<file path="src/rtl/pc_sequencer.sv">
`default_nettype none
// ============================================================================
// Module   : pc_sequencer
// Brief    : Program-counter sequencer with increment, skip, absolute load,
//            subroutine call/return through a circular hardware return stack,
//            and a halt input that freezes all state.
//            Optional macro PC_STACK_GUARD_EN: block call on full / ret on
//            empty and raise a sticky stack_err; otherwise the stack wraps.
// Revision : 1.0  initial release
// ============================================================================
module pc_sequencer #(
    parameter int PC_W        = 5,
    parameter int STACK_DEPTH = 4,
    parameter int RESET_VEC   = 0
) (
    input  logic                               clk,
    input  logic                               rst,
    input  logic                               halt,
    input  logic                               load,
    input  logic [PC_W-1:0]                    load_val,
    input  logic                               inc_pc,
    input  logic                               skip,
    input  logic                               call,
    input  logic [PC_W-1:0]                    call_target,
    input  logic                               ret,
    output logic [PC_W-1:0]                    pc,
    output logic [$clog2(STACK_DEPTH+1)-1:0]   stack_count,
    output logic                               stack_empty,
    output logic                               stack_full,
    output logic                               stack_err
);

    localparam int c_PTR_W = $clog2(STACK_DEPTH);
    localparam int c_CNT_W = $clog2(STACK_DEPTH+1);
    localparam logic [c_CNT_W-1:0] c_CNT_FULL = c_CNT_W'(STACK_DEPTH);
    localparam logic [PC_W-1:0]    c_PC_RST   = PC_W'(RESET_VEC);

    logic [PC_W-1:0]    r_pc;
    logic [c_PTR_W-1:0] r_ptr;        // next free slot; top entry is r_ptr-1
    logic [c_CNT_W-1:0] r_count;
    logic [PC_W-1:0]    r_stack [STACK_DEPTH];

    logic [PC_W-1:0]    w_pc_inc;
    logic [PC_W-1:0]    w_pc_skip;
    logic [c_PTR_W-1:0] w_top_idx;
    logic               w_empty;
    logic               w_full;
    logic               w_ret_blocked;
    logic               w_call_blocked;
    logic               w_do_push;

    // Modulo-2^PC_W successors; the pushed return address wraps the same way
    assign w_pc_inc  = r_pc + PC_W'(1);
    assign w_pc_skip = r_pc + PC_W'(2);
    assign w_top_idx = r_ptr - c_PTR_W'(1);

    assign w_empty = (r_count == '0);
    assign w_full  = (r_count == c_CNT_FULL);

`ifdef PC_STACK_GUARD_EN
    assign w_ret_blocked  = w_empty;
    assign w_call_blocked = w_full;
`else
    assign w_ret_blocked  = 1'b0;
    assign w_call_blocked = 1'b0;
`endif

    // A call only writes the stack when it is the winning command and not blocked
    assign w_do_push = !halt && !ret && call && !w_call_blocked;

    // PC, stack pointer and occupancy count, with halt > ret > call > load > skip > inc
    always_ff @(posedge clk or posedge rst) begin
        if (rst) begin
            r_pc    <= c_PC_RST;
            r_ptr   <= '0;
            r_count <= '0;
        end else if (halt) begin
            r_pc    <= r_pc;
        end else if (ret) begin
            // A blocked ret consumes the cycle without falling through
            if (!w_ret_blocked) begin
                r_pc  <= r_stack[w_top_idx];
                r_ptr <= w_top_idx;
                if (!w_empty) begin
                    r_count <= r_count - c_CNT_W'(1);
                end
            end
        end else if (call) begin
            if (!w_call_blocked) begin
                r_pc  <= call_target;
                r_ptr <= r_ptr + c_PTR_W'(1);
                if (!w_full) begin
                    r_count <= r_count + c_CNT_W'(1);
                end
            end
        end else if (load) begin
            r_pc <= load_val;
        end else if (skip) begin
            r_pc <= w_pc_skip;
        end else if (inc_pc) begin
            r_pc <= w_pc_inc;
        end
    end

    // Return-address storage; left unreset, contents are defined only once written
    always_ff @(posedge clk) begin
        if (w_do_push) begin
            r_stack[r_ptr] <= w_pc_inc;
        end
    end

`ifdef PC_STACK_GUARD_EN
    logic r_err;

    // Sticky error on any blocked call or ret; only reset clears it
    always_ff @(posedge clk or posedge rst) begin
        if (rst) begin
            r_err <= 1'b0;
        end else if (!halt && ((ret && w_ret_blocked) ||
                               (!ret && call && w_call_blocked))) begin
            r_err <= 1'b1;
        end
    end

    assign stack_err = r_err;
`else
    assign stack_err = 1'b0;
`endif

    assign pc          = r_pc;
    assign stack_count = r_count;
    assign stack_empty = w_empty;
    assign stack_full  = w_full;

endmodule
`default_nettype wire

</file>
<file path="config.mk">
export PLATFORM = sky130hd
export DESIGN_NAME = pc_sequencer
export DESIGN_NICKNAME = d
export VERILOG_FILES = /design/src/rtl/pc_sequencer.sv
export SDC_FILE = /design/constraint.sdc
export NUM_CORES = 1
export LEC_CHECK = 0
export CAP_MARGIN = 20
export CORE_MARGIN = 4
export CORE_UTILIZATION = 50
export CTS_CLUSTER_SIZE = 16
export DETAILED_ROUTE_END_ITERATION = 8
export PLACE_DENSITY_LB_ADDON = 0.2
export SYNTH_ARGS = -nofsm -noshare
export SYNTH_HDL_FRONTEND = slang
export SYNTH_SLANG_ARGS = --single-unit
</file>
<file path="constraint.sdc">
create_clock -name clk -period 2.2 [get_ports clk]
set_input_delay 0.33 -clock clk [delete_from_list [all_inputs] [get_ports clk]]
set_output_delay 0.33 -clock clk [all_outputs]
set_load 0.01 [all_outputs]
</file>
==> results.md <==
* Post-CTS resize count at 0
* Multi-input combinational cell area at roughly 720 µm²
* Post-synthesis cell area at about 0.0016 mm²
* Gpl congestion at 0.830
* Drt pass-1 iters at 4
* Synth cell types at 46
* Startpoint Class: register
* Post-Syn Instances at ~130
* Clock Skew at approximately 0.016 ns
* First-pass GRT wire length at approximately 5900 µm
* Final hold slack at approximately 0.27 ns
* Largest net degree at the start of global routing at 18
* GRT Overall Usage at between 10% and 20%
* Worst setup path category: register to output pin
* Clock Sinks at 30
* Syn_nets at between 150 and 200
* Period Utilization, post-route at about 86%
* TNS Setup at 0 ns
* Slowest-stage cell, CP: clkdlybuf4s50_1
* Max Cap Violations at 0
* FF-to-FF Start: r_ptr[0]
* DIE HEIGHT at 65.4 µm
* Reg area at 851 µm²
* RSZ-0062 raised after global routing: false
* Pwr dens at 1050 mW/mm²
* Avg Vias per Cell at between 5 and 6
* CP startpoint: stack_count[0]
* WP data arrival at 1.57 ns
* Reg clk slew, reported paths at between 0.1 and 0.15 ns
* Share of layout cells above drive strength 1 at a little over an eighth
* Post-synthesis async set-or-reset flop share at 33.3%
* Wire per inst at between 15 and 20 µm
* # port buffers at 27
* Routed WL at between 3000 and 4000 µm
* Via count at about 1200
* Number of DRC markers in iteration 0 at roughly 90
* Hold-fix buffers, CTS at 0
* Post-CTS setup buffers at 0
* CP Max Fanout at 6
* Synth Flop Type: edfxtp_1
* CTS tree: built
* Fmax achieved at roughly 530 MHz
* Die X at roughly 65 µm
* Area growth, synth to finish at 24.2%
* Crit path largest cell delay at between 0.5 and 0.6 ns
* Critical Path RT at about 1.9 ns
* Register area share after synthesis at roughly 52%
* Final Hold Viols at 0
* YS warnings at 0
* Max-slew violation count at 0
* DRC viols at 0
* Crit-path cells: inv_1 > and3_1 > clkdlybuf4s50_1
* Post-layout util at between 60% and 70%
* Nets at between 150 and 200
* IO Pins at 29
* Most common cell after layout, fill and taps aside: clkdlybuf4s50_1
* Initial Util at between 50% and 60%
* Number of fill cells at 262
* Cts bufs inserted at 5
* CTS Buffer Depth at 2
* Cell Rows at 20
* Number of flops mapped to enable cells by yosys at 20
* Status: finished, final reports clean
* Most frequent cells in the layout: clkdlybuf4s50_1, edfxtp_1, dfrtp_1
* Vias in the first global route at 1161
* Critical Path End Type: output pin
* Final min period at about 1.9 ns
* Final Setup Violations at 0
* Hold WC Path Type: input pin to async pin
* Antenna Violating Nets Remaining at 0
* Yosys reg bits at 30
* Total grt overflow at 0
* Leak pwr at roughly 0.78 nW
* Root buffer cell: clkbuf_4
* R2R setup slack at around 0.32 ns
* Avg Synthesized Cell Area at approximately 12 µm²
* ANT cells at 0
* DP HPWL at around 2600 µm
* Die Area at 0.00428 mm²
* Peak VDD IR at 0.000668 V
* Placeable Area at 0.00310 mm²
* Skew-Pair Late Insertion Delay at between 0.3 and 0.4 ns
* Htree depth at 2
* Initial antenna violation count at 0
* Total power at about 0.0021 W
stage by stage:
stage | std cells | setup slack, ns | cell area (µm²)
floorplan | 134 | 0.208 | 1650
global placement | 205 | 0.225 | 1990
detailed placement | 205 | 0.196 | 1990
CTS | 213 | 0.296 | 2050
global route | 213 | 0.186 | 2050
finish | 213 | 0.299 | 2050
cells by family (layout without fill, tap and decap cells):
logic type               after synthesis  in the layout  synth area share, %
AO/OA/AOI/OAI                         29             29                 12.7
flip-flops                            30             30                 51.6
AND/OR/NAND/NOR                       37             37                 12.5
XOR/XNOR                               7              7                 3.72
buffers and inverters                 15             50                 4.78
adder cells (fa/ha/maj)                7              7                 5.77
multiplexers                           8              8                 8.73
other                                  1              1                0.228
state kept, by name (all words and copies together) (netlist names):
name         count
r_stack         20
pc               5
stack_count      3
r_ptr            2
report_power, final:
group          switching [W]  total [W]  leakage, nW  internal [W]
sequential          0.000119   0.000886        0.301      0.000767
clock               0.000200   0.000319       0.0286      0.000119
combinational       0.000442   0.000940        0.455      0.000498
total               0.000761    0.00215        0.785       0.00138
cells in the mapped netlist (all sizes together) (2+ instances only):
library cell  instances  area, µm²
edfxtp               20        601
or2                   2       12.5
dfrtp                10        250
a21oi                 5       25.0
a311oi                2       17.5
a211oi                3       22.5
o21ai                 4       20.0
xor2                  3       26.3
buf                   6       45.0
mux4                  4        101
clkbuf                2       7.51
xnor2                 4       35.0
nor3b                 2       15.0
nand2b                2       12.5
o31ai                 4       30.0
inv                   7       26.3
mux2i                 2       20.0
ha                    6       75.1
o31a                  2       17.5
nor2b                 3       18.8
nor2                  6       22.5
mux2                  2       22.5
and2                  4       25.0
nand2                 8       30.0
nor3                  4       25.0
o22ai                 2       18.8
critical path, delay by kind of cell, from the launching register on:
| family | cells | cell delay [ns] |
|---|---|---|
| buffers and inverters | 2 | 0.64 |
| DFF | 1 | 0.44 |
| and+or+nand+nor | 1 | 0.15 |
metal layers:
| metal | routed length, µm | track usage [%] |
|---|---|---|
| met5 | 0 | 0 |
| met2 | 1640 | 29.2 |
| met1 | 1560 | 24.6 |
| met3 | 212 | 6.50 |
| met4 | 52 | 6.22 |
layout make-up:
cell class	count	share of cell area [%]
Multi-Input combinational cell	89	35.1
Timing Repair Buffer	35	16.7
Inverter	7	1.28
Clock buffer	5	1.83
Tap cell	44	2.69
Clock inverter	3	0.795
Sequential cell	30	41.6
final timing paths:
path,depth (start not counted),endpoint
setup / recovery,3,stack_full
hold / removal,2,pc[1]
setup reg to reg,6,pc[0]
hold reg to reg,2,stack_count[1]
max in group asynchronous,2,stack_count[0]
min in group clk,2,stack_count[1]
No activity file was read; power rests on OpenSTA's default activity.
